$ cat src/rtl/evu_event_streamer_if.sv
// Record stream from the event streamer toward the SPU event interface.
// The event streamer drives the master side; the consumer drives ready.
interface evu_event_streamer_if #(
  parameter int REC_W = 31
) ();
  logic             valid;
  logic             ready;
  logic [REC_W-1:0] data;

  modport master (output valid, data, input ready);
  modport slave  (input valid, data, output ready);
endinterface

$ cat src/rtl/evu_event_streamer.sv
// Multi-channel event counter that emits {channel, sat, priv, asid, count} records through a FIFO.
// Optional timestamp field appended as record LSBs when EVU_TIMESTAMP_EN is defined.
module evu_event_streamer #(
  parameter int NUM_CHANNELS = 4,
  parameter int NUM_EVENTS   = 16,
  parameter int CNT_WIDTH    = 8,
  parameter int ASID_WIDTH   = 16,
  parameter int FIFO_DEPTH   = 4,
  parameter int TS_WIDTH     = 16,
  localparam int CA_W        = (NUM_CHANNELS > 1) ? $clog2(NUM_CHANNELS) : 1
) (
  input  logic                    clk_i,
  input  logic                    rst_ni,
  input  logic [NUM_EVENTS-1:0]   events_i,
  input  logic [1:0]              priv_lvl_i,
  input  logic [ASID_WIDTH-1:0]   asid_i,
  input  logic                    cfg_we_i,
  input  logic [CA_W-1:0]         cfg_addr_i,
  input  logic [31:0]             cfg_wdata_i,
  output logic [31:0]             cfg_rdata_o,
  output logic [NUM_CHANNELS-1:0] ovf_o,
  evu_event_streamer_if.master    evu
);

  localparam int SEL_W = (NUM_EVENTS > 1) ? $clog2(NUM_EVENTS) : 1;
  localparam int PTR_W = $clog2(FIFO_DEPTH);
`ifdef EVU_TIMESTAMP_EN
  localparam int REC_W = 4 + 1 + 2 + ASID_WIDTH + CNT_WIDTH + TS_WIDTH;
`else
  localparam int REC_W = 4 + 1 + 2 + ASID_WIDTH + CNT_WIDTH;
`endif
  localparam logic [CNT_WIDTH-1:0] CNT_MAX = '1;
  localparam logic [CNT_WIDTH-1:0] CNT_ONE = CNT_WIDTH'(1);

  // Mask bits are ordered {M, S, U}; the reserved level 2'b10 never matches.
  function automatic logic priv_ok(input logic [2:0] mask, input logic [1:0] priv);
    case (priv)
      2'b00:   return mask[0];
      2'b01:   return mask[1];
      2'b11:   return mask[2];
      default: return 1'b0;
    endcase
  endfunction

  function automatic logic [1:0] priv_enc(input logic [1:0] priv);
    case (priv)
      2'b11:   return 2'b01;
      2'b01:   return 2'b10;
      2'b00:   return 2'b11;
      default: return 2'b00;
    endcase
  endfunction

  function automatic logic [CNT_WIDTH-1:0] sat_inc(input logic [CNT_WIDTH-1:0] v, input logic en);
    return (en && v != CNT_MAX) ? v + CNT_ONE : v;
  endfunction

  logic [7:0]              cfg_sel_q  [NUM_CHANNELS];
  logic [2:0]              cfg_mask_q [NUM_CHANNELS];
  logic [15:0]             cfg_thr_q  [NUM_CHANNELS];
  logic [NUM_CHANNELS-1:0] cfg_en_q;
  logic [CNT_WIDTH-1:0]    count_q    [NUM_CHANNELS];
  logic [NUM_CHANNELS-1:0] pending_q, sat_q, ovf_q;
  logic [1:0]              priv_snap_q [NUM_CHANNELS];
  logic [ASID_WIDTH-1:0]   asid_snap_q [NUM_CHANNELS];

  logic [CNT_WIDTH-1:0]    count_d [NUM_CHANNELS];
  logic [CNT_WIDTH-1:0]    thr_eff [NUM_CHANNELS];
  logic [NUM_CHANNELS-1:0] cfg_wr, hit, reach, sat_hit, set_pend, gnt;
  logic                    gnt_vld;
  logic [CA_W-1:0]         gnt_idx, rr_q;

  logic [REC_W-1:0]        mem [FIFO_DEPTH];
  logic [REC_W-1:0]        rec;
  logic [PTR_W-1:0]        wr_ptr_q, rd_ptr_q;
  logic [PTR_W:0]          fcnt_q;
  logic                    fifo_vld, full, push, pop, push_ok;

  logic unused_cfg;
  assign unused_cfg = ^cfg_wdata_i[15:12];

`ifdef EVU_TIMESTAMP_EN
  logic [TS_WIDTH-1:0] ts_q;
  logic [TS_WIDTH-1:0] ts_snap_q [NUM_CHANNELS];

  always_ff @(posedge clk_i or negedge rst_ni) begin
    if (!rst_ni) ts_q <= '0;
    else         ts_q <= ts_q + TS_WIDTH'(1);
  end
`endif

  // Per-channel hit, count and threshold evaluation
  always_comb begin
    cfg_rdata_o = '0;
    for (int c = 0; c < NUM_CHANNELS; c++) begin
      cfg_wr[c] = cfg_we_i && (cfg_addr_i == CA_W'(c));
      if (cfg_addr_i == CA_W'(c))
        cfg_rdata_o = {cfg_thr_q[c], 4'b0000, cfg_mask_q[c], cfg_en_q[c], cfg_sel_q[c]};
      hit[c] = 1'b0;
      if (cfg_en_q[c] && (int'(cfg_sel_q[c]) < NUM_EVENTS))
        hit[c] = events_i[cfg_sel_q[c][SEL_W-1:0]] & priv_ok(cfg_mask_q[c], priv_lvl_i);
      thr_eff[c]  = (cfg_thr_q[c][CNT_WIDTH-1:0] == '0) ? CNT_ONE : cfg_thr_q[c][CNT_WIDTH-1:0];
      count_d[c]  = sat_inc(count_q[c], hit[c]);
      sat_hit[c]  = hit[c] && (count_q[c] == CNT_MAX);
      reach[c]    = hit[c] && (count_d[c] >= thr_eff[c]);
      set_pend[c] = reach[c] && !pending_q[c] && !cfg_wr[c] && !gnt[c];
    end
  end

  // Round-robin grant: lowest offset from rr_q wins, so scan offsets downward and overwrite
  assign fifo_vld = (fcnt_q != '0);
  assign full     = (fcnt_q == (PTR_W+1)'(FIFO_DEPTH));
  assign pop      = fifo_vld && evu.ready;
  assign push_ok  = !full || pop;

  always_comb begin
    gnt_vld = 1'b0;
    gnt_idx = '0;
    for (int i = NUM_CHANNELS - 1; i >= 0; i--) begin
      if (push_ok && pending_q[(int'(rr_q) + i) % NUM_CHANNELS]) begin
        gnt_vld = 1'b1;
        gnt_idx = CA_W'((int'(rr_q) + i) % NUM_CHANNELS);
      end
    end
    for (int c = 0; c < NUM_CHANNELS; c++)
      gnt[c] = gnt_vld && (gnt_idx == CA_W'(c));
  end

  assign push = gnt_vld;
  assign rec  = {4'(gnt_idx), sat_q[gnt_idx], priv_enc(priv_snap_q[gnt_idx]),
                 asid_snap_q[gnt_idx], count_q[gnt_idx]
`ifdef EVU_TIMESTAMP_EN
                 , ts_snap_q[gnt_idx]
`endif
                };

  always_ff @(posedge clk_i or negedge rst_ni) begin
    if (!rst_ni) begin
      for (int c = 0; c < NUM_CHANNELS; c++) begin
        cfg_sel_q[c]  <= '0;
        cfg_mask_q[c] <= '0;
        cfg_thr_q[c]  <= '0;
        count_q[c]    <= '0;
      end
      cfg_en_q  <= '0;
      pending_q <= '0;
      sat_q     <= '0;
      ovf_q     <= '0;
      rr_q      <= '0;
    end else begin
      for (int c = 0; c < NUM_CHANNELS; c++) begin
        if (cfg_wr[c]) begin
          cfg_sel_q[c]  <= cfg_wdata_i[7:0];
          cfg_en_q[c]   <= cfg_wdata_i[8];
          cfg_mask_q[c] <= cfg_wdata_i[11:9];
          cfg_thr_q[c]  <= cfg_wdata_i[31:16];
          count_q[c]    <= '0;
          pending_q[c]  <= 1'b0;
          sat_q[c]      <= 1'b0;
          ovf_q[c]      <= 1'b0;
        end else if (gnt[c]) begin
          count_q[c]   <= hit[c] ? CNT_ONE : '0;
          pending_q[c] <= 1'b0;
          sat_q[c]     <= 1'b0;
        end else begin
          count_q[c] <= count_d[c];
          if (sat_hit[c]) sat_q[c] <= 1'b1;
          if (reach[c] && pending_q[c]) ovf_q[c] <= 1'b1;
          if (set_pend[c]) pending_q[c] <= 1'b1;
        end
      end
      if (gnt_vld)
        rr_q <= CA_W'((int'(gnt_idx) + 1) % NUM_CHANNELS);
    end
  end

  // Context captured when a channel becomes pending; only observed through a granted record
  always_ff @(posedge clk_i) begin
    for (int c = 0; c < NUM_CHANNELS; c++) begin
      if (set_pend[c]) begin
        priv_snap_q[c] <= priv_lvl_i;
        asid_snap_q[c] <= asid_i;
`ifdef EVU_TIMESTAMP_EN
        ts_snap_q[c]   <= ts_q;
`endif
      end
    end
  end

  // Record FIFO: storage is registered, output is gated to zero while empty
  always_ff @(posedge clk_i or negedge rst_ni) begin
    if (!rst_ni) begin
      wr_ptr_q <= '0;
      rd_ptr_q <= '0;
      fcnt_q   <= '0;
    end else begin
      if (push) wr_ptr_q <= wr_ptr_q + PTR_W'(1);
      if (pop)  rd_ptr_q <= rd_ptr_q + PTR_W'(1);
      case ({push, pop})
        2'b10:   fcnt_q <= fcnt_q + (PTR_W+1)'(1);
        2'b01:   fcnt_q <= fcnt_q - (PTR_W+1)'(1);
        default: fcnt_q <= fcnt_q;
      endcase
    end
  end

  always_ff @(posedge clk_i) begin
    if (push) mem[wr_ptr_q] <= rec;
  end

  assign evu.valid = fifo_vld;
  assign evu.data  = fifo_vld ? mem[rd_ptr_q] : '0;
  assign ovf_o     = ovf_q;

endmodule

$ cat src/flat_wrapper.sv
// flat-port wrapper written by rule: the top's interface ports become plain ports
module evu_event_streamer_flat 
#(
  parameter int NUM_CHANNELS = 4,
  parameter int NUM_EVENTS   = 16,
  parameter int CNT_WIDTH    = 8,
  parameter int ASID_WIDTH   = 16,
  parameter int FIFO_DEPTH   = 4,
  parameter int TS_WIDTH     = 16,
  localparam int CA_W        = (NUM_CHANNELS > 1) ? $clog2(NUM_CHANNELS) : 1
)
  (clk_i, rst_ni, events_i, priv_lvl_i, asid_i, cfg_we_i, cfg_addr_i, cfg_wdata_i, cfg_rdata_o, ovf_o, evu_valid, evu_data, evu_ready);
  evu_event_streamer_if #(.REC_W((31))) evu_i ();
  input  logic clk_i;
  input  logic rst_ni;
  input  logic [NUM_EVENTS-1:0] events_i;
  input  logic [1:0] priv_lvl_i;
  input  logic [ASID_WIDTH-1:0] asid_i;
  input  logic cfg_we_i;
  input  logic [CA_W-1:0] cfg_addr_i;
  input  logic [31:0] cfg_wdata_i;
  output logic [31:0] cfg_rdata_o;
  output logic [NUM_CHANNELS-1:0] ovf_o;
  output wire logic [$bits(evu_i.valid)-1:0] evu_valid;
  output wire logic [$bits(evu_i.data)-1:0] evu_data;
  input wire logic [$bits(evu_i.ready)-1:0] evu_ready;
  assign evu_valid = evu_i.valid;
  assign evu_data = evu_i.data;
  assign evu_i.ready = evu_ready;
  evu_event_streamer #(.NUM_CHANNELS(NUM_CHANNELS), .NUM_EVENTS(NUM_EVENTS), .CNT_WIDTH(CNT_WIDTH), .ASID_WIDTH(ASID_WIDTH), .FIFO_DEPTH(FIFO_DEPTH), .TS_WIDTH(TS_WIDTH)) u_core (.clk_i(clk_i), .rst_ni(rst_ni), .events_i(events_i), .priv_lvl_i(priv_lvl_i), .asid_i(asid_i), .cfg_we_i(cfg_we_i), .cfg_addr_i(cfg_addr_i), .cfg_wdata_i(cfg_wdata_i), .cfg_rdata_o(cfg_rdata_o), .ovf_o(ovf_o), .evu(evu_i));
endmodule
$ cat config.mk
export PLATFORM = sky130hd
export DESIGN_NAME = evu_event_streamer_flat
export DESIGN_NICKNAME = d
export VERILOG_FILES = /design/src/rtl/evu_event_streamer_if.sv /design/src/rtl/evu_event_streamer.sv /design/src/flat_wrapper.sv
export SDC_FILE = /design/constraint.sdc
export NUM_CORES = 1
export LEC_CHECK = 0
export ABC_AREA = 0
export CAP_MARGIN = 10
export CELL_PAD_IN_SITES_DETAIL_PLACEMENT = 1
export CELL_PAD_IN_SITES_GLOBAL_PLACEMENT = 1
export CORE_UTILIZATION = 48
export CTS_CLUSTER_SIZE = 30
export DETAILED_ROUTE_END_ITERATION = 7
export GPL_ROUTABILITY_DRIVEN = 0
export PLACE_DENSITY_LB_ADDON = 0.1
export SLEW_MARGIN = 10
export SYNTH_ARGS = -nofsm -noshare
export SYNTH_HDL_FRONTEND = slang
export SYNTH_SLANG_ARGS = --single-unit
$ cat constraint.sdc
create_clock -name clk_i -period 6.7 [get_ports clk_i]
set_clock_uncertainty 0.1 [all_clocks]
set_input_delay 0.67 -clock clk_i [delete_from_list [all_inputs] [get_ports clk_i]]
set_output_delay 0.67 -clock clk_i [all_outputs]
set_load 0.05 [all_outputs]
# Word level (Yosys, flattened, before mapping)
# Memories as Yosys holds them, arrays and structs flattened.
# Index checks and enable logic that the tools add are counted.
classes:
  add_sub_neg: 12
  magnitude_cmp: 18
  n_eq_ne: 25
  muxes: 117
  bitwise: 8
  n_reduce_logical: 88
ops:
  columns: ["cell", "n"]
  rows:
  - ["8-bit 2-to-1 mux", 18]
  - ["32-bit 2-to-1 mux", 4]
  - ["1-bit 2-to-1 mux", 74]
  - ["1-bit logical AND", 45]
  - ["8-bit by 1-bit adder with 8-bit output (second input constant)", 4]
  - ["8-bit equality test (second input constant)", 4]
  - ["8-bit >= comparator", 4]
  - ["8-bit zero test", 4]
  - ["8-bit by 5-bit less-than comparator with 1-bit output (second input constant)", 4]
  - ["8-bit != test (second input constant)", 4]
  - ["31-bit 2-to-1 mux", 1]
  - ["3-bit nonzero test", 9]
  - ["4-bit by 5-bit less-than comparator with 1-bit output (second input constant)", 4]
  - ["1-bit binary-select mux with 4-bit select", 4]
  - ["8-bit binary-select mux with 2-bit select", 1]
  - ["2-bit equality test (second input constant)", 7]
  - ["1-bit zero test", 13]
  - ["3-bit by 4-bit less-than comparator with 1-bit output (second input constant)", 3]
  - ["1-bit case mux with 3 select lines", 4]
  - ["1-bit binary-select mux with 2-bit select", 5]
  - ["2-bit by 1-bit equality test with 1-bit output (second input constant)", 5]
  - ["2-bit nonzero test", 5]
  - ["2-bit by 1-bit adder with 2-bit output (second input constant)", 4]
  - ["2-bit zero test", 4]
  - ["16 further kinds", 34]
word_totals:
  ff_bits: 165
  mem_bits_rw: 188
  in_bits: 72
  output_inout_bits: 68
  n_memories: 3
memory_table:
  columns: ["name", "depth", "word_bits", "read_ports", "rd_clocked_by_memory_dff", "write_ports", "line", "text"]
  rows:
  - ["u_core.mem", 4, 29, 1, 0, 1, "evu_event_streamer.sv:73", "logic [REC_W-1:0] mem [FIFO_DEPTH];"]
  - ["u_core.asid_snap_q", 4, 16, 1, 0, 4, "evu_event_streamer.sv:65", "logic [ASID_WIDTH-1:0] asid_snap_q [NUM_CHANNELS];"]
  - ["u_core.priv_snap_q", 4, 2, 1, 0, 4, "evu_event_streamer.sv:64", "logic [1:0] priv_snap_q [NUM_CHANNELS];"]

# Longest topological paths before layout
# Gate-level depths: netlist of run 1.
logic_depth:
  ltp_word: 18
  depth_mapped: 14
  depth_no_buf: 13

# Worst setup path after synthesis of run 1
# Ideal clock, no wire load.
synth_timing:
  path_kind: "input port to flip-flop"
  start: "in events_i[15]"
  end: "mem u_core.asid_snap_q[0][0], enable pin"
  arrival_time_ps: 4297
  t_required_ps: 6184
  setup_slack_ps: 1888
  cell_stages: 10
  path_buffers: 0
  cell_sequence: "mux4_2 -> mux4_2 -> nand4_2 -> mux2_2 -> ha_1 -> o21ai_0 -> a21oi_1 -> o211ai_1 -> a221o_1 -> nor3_1"
synth_lines:
  columns: ["item", "line", "text"]
  rows:
  - ["from (decl)", "flat_wrapper.sv:16", "input logic [NUM_EVENTS-1:0] events_i;"]
  - ["to (decl)", "evu_event_streamer.sv:65", null]

==> summary.md, run 1 <==
| Metric | Value |
|---|---|
| Die height | 188 um |
| Status | finished clean |
| CTS tree | done |
| CP top delay family | buffers and inverters |
| Slowest stage cell, crit path | clkdlybuf4s50_1 |
| Relative slew slack | 36.6% |
| CP max stage delay | 810 ps |
| Synthesized area | 0.0166 mm2 |
| Hold Crit Class | input port to async pin |
| I/O pin count | 140 |
| Fillcell total | 3,253 |
| Initial Utilization | 49.1% |
| Largest family of logic cells by synthesized area | multiplexers |
| First-pass GRT wire length | 64,000 um |
| Power, Total | 6.49 mW |
| Commonest cells after routing, fill and taps aside | nand2_1, edfxtp_1, dfrtp_1 |
| WL/cell | 21.6 um |
| Simple-Gate Fraction of Synth Area | 11.7% |
| Lkg Pwr | 7.83 nW |
| Power density cells | 333 mW/mm2 |
| Max IR drop VDD | 0.000306 V |
| Finished Cell Area | 0.0195 mm2 |
| Slew @ Worst Pin | 951 ps |
| Final min period | 4300 ps |
| GRT Overall Usage | 23.4% |
| Post-Synth Adder-Cell Area | 3.75% |
| Unrepaired setup endpoints after global routing | false |
| Distinct cells, synth | 58 |
| Crit-path cells | clkdlybuf4s50_1, mux2i_1, o21ai_0, nand3_2, nor2_1, mux2_2, ha_1, o21ai_0, a21oi_1, o22ai_1, or2_2, nor3_2, buf_4 |
| Clk_lat worst skew | 540 ps |
| Syn Area/Cell | 13.4 um2 |
| Multiplexer share of the synthesized area | 16.7% |
| Initial antenna violation count | 0 |
| Via density | 5.71 |
| Final ANT Viol Nets | 0 |
| Number of gates resized after CTS | 0 |
| Post-synthesis compound-gate area fraction | 4.19% |
| DRC | 0 |
| Starting DRC count in detailed routing | 493 |
| DRT Wirelength | 39,800 um |
| CTS sink cnt | 353 |
| Drt first pass iters | 5 |
| # H-tree levels | 2 |
| Final worst path period share | 64.2% |
| Xor and xnor fraction of the mapped netlist area | 1.69% |
| Worst Path Max Fanout | 18 |
| FMAX | 232 MHz |
| Total gr overflow | 0 |
| Die area | 0.0352 mm2 |
| Nets | 1,487 |
| Vias in the first global route | 11,300 |
| CTS Buf Count | 39 |
| Sequential area share after synthesis | 59.0% |
| IO Port Bufs | 129 |
| Final Hold Viols | 0 |
| Crit Path Class | input port to flip-flop |
| Buf/Inv on CP | 2 |
| Setup Buffers After CTS | 0 |
| Max Cap Viol | 0 |
| Clk pin slew, worst setup/hold paths | 50 ps |
| Via count | 10,500 |
| Area of the core | 0.0337 mm2 |
| Die W | 188 um |
| Dpl cell area | 0.0183 mm2 |
| Pins over their slew limit | 0 |
| # rows | 67 |
| CP arrival | 4400 ps |
| # diodes | 0 |
| Crit start category | input port |
| Synth-to-layout area growth | 17.9% |
| CP most frequent cell | o21ai_0 |
| Cts hold-fix bufs | 0 |
| Setup_tns | 0 ps |
| Async set or reset register ratio after synthesis | 46.7% |
| Warnings from Yosys | 0 |
| Post-synthesis cell count | 1,235 |
| Main flop type after synthesis | edfxtp_1 |
| Final setup fails | 0 |
| CTS Buffer Depth | 3 |
| CP required | 6800 ps |
| Most common cell after layout, fill and taps aside | nand2_1 |
| Layout cells sized above 1 | 17.9% |
| DPL Wire Length | 27,000 um |
| Root Buffer | clkbuf_16 |
| Post-synth EDFFs | 188 |
| Final hold slack | 147 ps |
| Largest net degree at the start of global routing | 97 |
| Worst Setup End Kind | flip-flop |
| Synth Register Bits | 353 |
## registers in the layout (all words and copies together) (netlist names), 4 cells and up
register            flops
u_core.ovf_o            4
u_core.sat_q            4
u_core.pending_q        4
u_core.cfg_sel_q       32
u_core.cfg_mask_q      12
u_core.mem            116
u_core.priv_snap_q      8
u_core.asid_snap_q     64
u_core.count_q         32
u_core.cfg_thr_q       64
u_core.cfg_en_q         4
## final timing paths
kind | cells past startpoint | slack (ps) | from | end
max in group asynchronous | 2 | 4810 | rst_ni | u_core.cfg_thr_q[31]$_DFFE_PN0P_
setup reg to reg | 11 | 2470 | u_core.cfg_sel_q[26]$_DFFE_PN0P_ | u_core.asid_snap_q[0][8]$_DFFE_PP_
hold / removal | 1 | 150 | rst_ni | u_core.cfg_sel_q[13]$_DFFE_PN0P_
setup / recovery | 13 | 2400 | priv_lvl_i[0] | u_core.asid_snap_q[2][6]$_DFFE_PP_
min in group clk_i | 2 | 390 | u_core.cfg_thr_q[40]$_DFFE_PN0P_ | u_core.cfg_thr_q[40]$_DFFE_PN0P_
hold reg to reg | 2 | 390 | u_core.cfg_thr_q[40]$_DFFE_PN0P_ | u_core.cfg_thr_q[40]$_DFFE_PN0P_
## final cells by class
type                    instances  area, um2  share of cell area [%]
inverters                      55        206                    1.06
well taps                     448        561                    2.87
multi-input cells             769       6360                    32.6
repair buffers                148       1430                    7.32
flip-flops and latches        353       9780                    50.1
clock inverters                16        133                   0.679
clock buffers                  52       1060                    5.45
## synth_stat cells, types with 28 or more instances
cell type / number / share of area, %
inv_1: 52 / 1.2
nand2_1: 200 / 4.5
dfrtp_1: 165 / 25
and2_1: 37 / 1.4
edfxtp_1: 188 / 34
nor2_1: 31 / 0.70
ha_1: 48 / 3.6
and3_1: 34 / 1.3
nor2b_1: 28 / 1.1
mux2_2: 83 / 5.6
o21ai_0: 32 / 0.97
clkbuf_1: 40 / 0.91
mux4_2: 74 / 10
## metal layers
layer / track usage, % / part of all wire (%)
met1: 31.2 / 43
met2: 39.8 / 50
met3: 3.35 / 4.2
met4: 6.79 / 2.6
met5: 0 / 0
## where the power goes
| group | switching, mW | total (mW) | leakage (nW) | internal, mW |
|---|---|---|---|---|
| clock network | 0.864 | 2.02 | 0.586 | 1.16 |
| logic | 1.08 | 1.87 | 3.48 | 0.788 |
| registers | 0.163 | 2.60 | 3.77 | 2.44 |
| total | 2.11 | 6.49 | 7.83 | 4.39 |
## cells by family after synthesis
kind of cell,count (synthesis)
flip-flops,353
buffers and inverters,118
AND/OR/NAND/NOR,403
XOR/XNOR,32
adder cells (fa/ha/maj),49
AO/OA/AOI/OAI,111
multiplexers,168
other,1
## metrics by stage
step / cells / utilization, % / setup slack, ps
detailed placement: 1773 / 54.4 / 1920
CTS: 1841 / 57.9 / 2400
global placement: 1773 / 54.4 / 1970
floorplan: 1240 / - / 1890
global route: 1841 / 57.9 / 2060
finish: 1841 / 57.9 / 2400
Note: power is estimated with default switching activity, not from simulation.
==> inputs of run 2 (changes only) <==
- clock period: 6.7 -> 4.2 ns (I/O delays scaled with it)
==> run 2 against run 1 <==
  * Sequential power grew 60%
  * Critical path type is now flip-flop to flip-flop
  * Critical path depth shrank 1
  * Count of clock-buffer cells in the layout grew 4
  * Via count is essentially flat
  * Global-route usage is essentially flat
  * Register-to-register slack lost 2300 ps
  * Non-clock buffer count grew 33
  * Combinational power grew 61%
  * Sequential share of layout area shrank 0.71 points
  * Flip-flop and latch count is the same
==> summary.md, run 2 (synthesis gave the netlist of run 1 again) <==
| Metric | Value |
|---|---|
| Worst Path Max Fanout | 18 |
| Clk pin slew, worst setup/hold paths | 60 ps |
| FMAX | 250 MHz |
| Final Non-Filler Cells | 1,874 |
| Met1 Wirelength | 17,500 um |
| Via count | 10,500 |
| Final worst path period share | 95.4% |
| I/O pin count | 140 |
| Layout Utilization | 58.8% |
| Final Hold Viols | 0 |
| # diodes | 0 |
| Drt first pass iters | 4 |
| Cell internal pwr | 6.98 mW |
| Slowest stage cell, crit path | mux4_2 |
| Min-Delay Endpoint | u_core.rd_ptr_q[1]$_DFFE_PN0P_ |
| Setup Buffers After CTS | 0 |
| Final ANT Viol Nets | 0 |
| Die W | 188 um |
| CP most frequent cell | mux4_2 |
| WL/cell | 21.2 um |
| Biggest register | u_core.mem |
| Max reg flops | 116 |
| Die area | 0.0352 mm2 |
| Starting DRC count in detailed routing | 564 |
| Total gr overflow | 0 |
| Pins over their slew limit | 0 |
| CP max stage delay | 560 ps |
| # rows | 67 |
| Commonest cells after routing, fill and taps aside | nand2_1, edfxtp_1, dfrtp_1 |
| Area of the multi-input gates | 0.00635 mm2 |
| Largest net degree at the start of global routing | 95 |
| Status | finished clean |
| IO Port Bufs | 129 |
| Sequential share of power | 40.5% |
| FF/Latch Area | 0.00978 mm2 |
| Setup_tns | 0 ps |
| Via density | 5.60 |
| Power density cells | 518 mW/mm2 |
| Area of the core | 0.0337 mm2 |
| Reg2Reg Launch Point | u_core.cfg_sel_q[10]$_DFFE_PN0P_ |
| Unrepaired setup endpoints after global routing | false |
| R2r worst-path depth | 12 |
| Max IR drop VDD | 0.000400 V |
| Clk pwr share | 30.2% |
| Hold Path Stages | 1 |
| DP Worst Slack | -136 ps |
| DPL Wire Length | 28,200 um |
| Initial Utilization | 49.1% |
| Relative slew slack | 40.1% |
| CTS Buf Count | 38 |
| Top sig layer | met4 |
| Final setup fails | 0 |
| Max Cap Viol | 0 |
| Logic gate share of total power | 29.3% |
| CP required | 4320 ps |
| # H-tree levels | 2 |
| Net Sw Power | 3.29 mW |
| Root Buffer | clkbuf_16 |
| Lkg Pwr | 7.97 nW |
| Sw Ratio | 32.0% |
| Hold Crit Class | flip-flop to flip-flop |
| Die height | 188 um |
| CTS sink cnt | 353 |
| GRT Overall Usage | 23.4% |
| Dpl cells | 1,805 |
| Worst Setup End Kind | flip-flop |
| Met3 WL | 1370 um |
| Layout cells sized above 1 | 19.4% |
| Reg-to-reg endpoint | u_core.priv_snap_q[2][1]$_DFFE_PP_ |
| Largest regs | u_core.mem x116, u_core.asid_snap_q x64, u_core.cfg_thr_q x64 |
| Setup ws final | 193 ps |
| First-pass GRT wire length | 63,800 um |
| Slew @ Worst Pin | 899 ps |
| CP arrival | 4130 ps |
| CTS tree | done |
| Min-delay src | u_core.rd_ptr_q[1]$_DFFE_PN0P_ |
| Synth-to-layout area growth | 19.6% |
| Clk_lat worst skew | 520 ps |
| Vias in the first global route | 11,400 |
| Initial antenna violation count | 0 |
| Crit Path Class | flip-flop to flip-flop |
| Fillcell total | 3,332 |
| R2R Setup Slk | 190 ps |
| CTS Buffer Depth | 3 |
| Nets | 1,519 |
| Most common cell after layout, fill and taps aside | nand2_1 |
| DRC | 0 |
| Final min period | 4010 ps |
| Crit start category | flip-flop |
| DRT Wirelength | 39,800 um |
| WL met2 | 19,800 um |
| Crit-path cells | mux4_2, mux4_2, nand3_2, nor2_1, mux2_2, ha_1, o21ai_0, a21oi_1, o22ai_1, or2_2, nor3_2, buf_12 |
[run 2: how the worst max path moves through the flow]
stage,slack [ps],cells after the start,endpoint,startpoint
5_1_grt,40,12,u_core.asid_snap_q[2][2]$_DFFE_PP_,u_core.cfg_sel_q[10]$_DFFE_PN0P_
6_report,190,12,u_core.priv_snap_q[2][1]$_DFFE_PP_,u_core.cfg_sel_q[10]$_DFFE_PN0P_
4_1_cts,140,12,u_core.asid_snap_q[3][8]$_DFFE_PP_,u_core.cfg_sel_q[2]$_DFFE_PN0P_
2_1_floorplan,80,11,u_core.asid_snap_q[0][0]$_DFFE_PP_,u_core.cfg_sel_q[26]$_DFFE_PN0P_
3_5_place_dp,-140,13,u_core.asid_snap_q[3][9]$_DFFE_PP_,events_i[5]
3_3_place_gp,-70,13,u_core.asid_snap_q[2][6]$_DFFE_PP_,events_i[15]
[run 2: cell type report]
cell class / count / share of cell area, %
clock buffers: 56 / 5.29
clock inverters: 12 / 0.505
inverters: 55 / 1.04
multi-input cells: 769 / 32.1
flip-flops and latches: 353 / 49.4
well taps: 448 / 2.83
repair buffers: 181 / 8.92
[run 2: timing repair]
item | CTS | global route
endpoints found under the setup margin | 0 | 55
gates resized for setup | 0 | 3
hold endpoints to repair | 91 | 0
hold buffers | 1 | 0
[run 2: metal layers]
| layer | track usage [%] | vias to the layer above |
|---|---|---|
| met5 | 0 | - |
| met4 | 7.22 | 0 |
| met3 | 3.37 | 60 |
| met2 | 40.4 | 194 |
| met1 | 30.6 | 5403 |
| li1 | - | 4842 |
[run 2: critical path: cells and delay by family (launching register included)]
kind,cells,cell delay (ps)
AOI/OAI and AO/OA,3,370
buffers and inverters,1,220
muxes,3,1370
and+or+nand+nor,4,810
adders and majority gates,1,280
DFF,1,550
[run 2: power by group through the flow]
stage                     clock [mW]  combinational [mW]  sequential [mW]
after CTS                       3.19                3.05             4.16
after global placement             0                2.98             4.21
after floorplan                    0                2.16             4.09
after detailed placement           0                3.03             4.22
after global routing            3.33                3.20             4.19
final                           3.10                3.01             4.16
[run 2: through the flow]
| step | cell area (um2) | hold WS, ps | total power [mW] |
|---|---|---|---|
| final | 19800 | 374 | 10.3 |
| after global routing | 19800 | 412 | 10.7 |
| after CTS | 19800 | 382 | 10.4 |
| after detailed placement | 18700 | 362 | 7.26 |
| after global placement | 18700 | 362 | 7.19 |
| after floorplan | 16600 | 24.4 | 6.25 |
==> inputs of run 3 (changes only) <==
- CTS_CLUSTER_DIAMETER: unset -> 120
- SKIP_CTS_REPAIR_TIMING: unset -> 1
==> run 3 against run 2 <==
  * Combinational power is essentially flat
  * Flip-flop and latch count is the same
  * Global-route usage shrank 0.68 points
  * Non-clock buffer count is the same
  * Largest power group unchanged
  * Clock power shrank 44%
  * Maximum frequency shrank 0.17%
  * Total power shrank 13%
  * Design area shrank 3.7%
  * First-iteration DRC count shrank 16%
==> summary.md, run 3 (synthesis gave the netlist of run 1 again) <==
| Metric | Value |
|---|---|
| Status | finished clean |
| Largest regs | u_core.mem x116, u_core.asid_snap_q x64, u_core.cfg_thr_q x64 |
| Starting DRC count in detailed routing | 474 |
| DRT Wirelength | 39,000 um |
| FMAX | 249 MHz |
| Drt first pass iters | 4 |
| Sw Ratio | 34.1% |
| # rows | 67 |
| Cell internal pwr | 5.86 mW |
| Setup crit start | u_core.cfg_sel_q[10]$_DFFE_PN0P_ |
| CP max stage delay | 560 ps |
| DRC | 0 |
| Net Sw Power | 3.03 mW |
| Vias in the first global route | 11,000 |
| Nets | 1,496 |
| Final min period | 4010 ps |
| Sequential share of power | 46.7% |
| Hold Path Stages | 1 |
| Slew @ Worst Pin | 904 ps |
| Crit Path Class | flip-flop to flip-flop |
| Biggest register | u_core.mem |
| Die height | 188 um |
| Via density | 5.61 |
| Largest net degree at the start of global routing | 95 |
| Die area | 0.0352 mm2 |
| CP top delay family | multiplexers |
| Commonest cells after routing, fill and taps aside | nand2_1, edfxtp_1, dfrtp_1 |
| Via count | 10,300 |
| Synth-to-layout area growth | 15.2% |
| # diodes | 0 |
| CTS Buffer Depth | 3 |
| Clk pin slew, worst setup/hold paths | 110 ps |
| Min-Delay Endpoint | u_core.rd_ptr_q[1]$_DFFE_PN0P_ |
| Die W | 188 um |
| Logic gate share of total power | 33.8% |
| Most common cell after layout, fill and taps aside | nand2_1 |
| Unrepaired setup endpoints after global routing | false |
| CP most frequent cell | mux4_2 |
| Crit start category | flip-flop |
| Total gr overflow | 0 |
| R2r worst-path depth | 12 |
| Final hold slack | 383 ps |
| CTS tree | done |
| CP arrival | 4140 ps |
| # H-tree levels | 1 |
| Area of the core | 0.0337 mm2 |
| R2R Setup Slk | 190 ps |
| CP required | 4330 ps |
| Max reg flops | 116 |
| CTS Buf Count | 15 |
| Pins over their slew limit | 0 |
| WL/cell | 21.3 um |
| Lkg Pwr | 7.62 nW |
| Buf/Inv on CP | 1 |
| Hold Crit Class | flip-flop to flip-flop |
| Initial antenna violation count | 0 |
| Initial Utilization | 49.1% |
| Worst Setup End Kind | flip-flop |
| Reg-to-reg endpoint | u_core.asid_snap_q[2][10]$_DFFE_PP_ |
| Max IR drop VDD | 0.000404 V |
| Final Hold Viols | 0 |
| Reg2Reg Launch Point | u_core.cfg_sel_q[10]$_DFFE_PN0P_ |
| Power density cells | 466 mW/mm2 |
| GRT Overall Usage | 22.7% |
| Final worst path period share | 95.6% |
| Crit-path cells | mux4_2, mux4_2, nand3_2, nor2_1, mux2_2, ha_1, o21ai_0, a21oi_1, o22ai_1, or2_2, nor3_2, buf_12 |
| Clk_lat worst skew | 520 ps |
| I/O pin count | 140 |
| Layout Utilization | 56.6% |
| Min-delay src | u_core.rd_ptr_q[1]$_DFFE_PN0P_ |
| Worst Path Max Fanout | 18 |
| CTS sink cnt | 353 |
| Slowest stage cell, crit path | dfrtp_1 |
| First-pass GRT wire length | 62,400 um |
| Layout cells sized above 1 | 17.8% |
| Clk pwr share | 19.5% |
| IO Port Bufs | 129 |
| Relative slew slack | 39.7% |
| Final setup fails | 0 |
| Max Cap Viol | 0 |
| Final ANT Viol Nets | 0 |
| DPL Wire Length | 28,200 um |
| Root Buffer | clkbuf_16 |
[run 3: power by group through the flow]
stage	clock [mW]	sequential [mW]	combinational, mW
2_1_floorplan	0	4.09	2.16
3_3_place_gp	0	4.21	2.98
3_5_place_dp	0	4.22	3.03
6_report	1.74	4.15	3.01
5_1_grt	1.90	4.19	3.19
4_1_cts	1.80	4.15	3.05
[run 3: area by class of cell]
type / instances / area [um2]
repair buffers: 181 / 1770
clock inverters: 2 / 17.5
inverters: 55 / 206
multi-input cells: 769 / 6350
flip-flops and latches: 353 / 9780
well taps: 448 / 561
clock buffers: 22 / 402
fillers: 3369 / 14600
[run 3: routing by layer]
metal  global-route usage [%]  wire (um)
met4                     4.78        733
met2                     39.9      19600
met5                        0          0
met1                     30.5      17500
met3                     2.41       1110
[run 3: worst max-delay path by stage]
stage / to / slack (ps) / cells after the start
5_1_grt: u_core.asid_snap_q[2][7]$_DFFE_PP_ / 40 / 12
6_report: u_core.asid_snap_q[2][10]$_DFFE_PP_ / 190 / 12
3_3_place_gp: u_core.asid_snap_q[2][6]$_DFFE_PP_ / -70 / 13
3_5_place_dp: u_core.asid_snap_q[3][9]$_DFFE_PP_ / -140 / 13
4_1_cts: u_core.asid_snap_q[3][10]$_DFFE_PP_ / 120 / 12
2_1_floorplan: u_core.asid_snap_q[0][0]$_DFFE_PP_ / 80 / 11
[run 3: stage by stage]
stage / power, mW / cells / setup slack, ps / area [um2] / TNS [ps]
CTS: 8.99 / 1829 / 122 / 19100 / 0
detailed placement: 7.26 / 1805 / -136 / 18700 / -7620
floorplan: 6.25 / 1240 / 75.9 / 16600 / 0
global route: 9.28 / 1830 / 39.1 / 19100 / 0
global placement: 7.19 / 1805 / -74.7 / 18700 / -4010
finish: 8.89 / 1830 / 186 / 19100 / 0
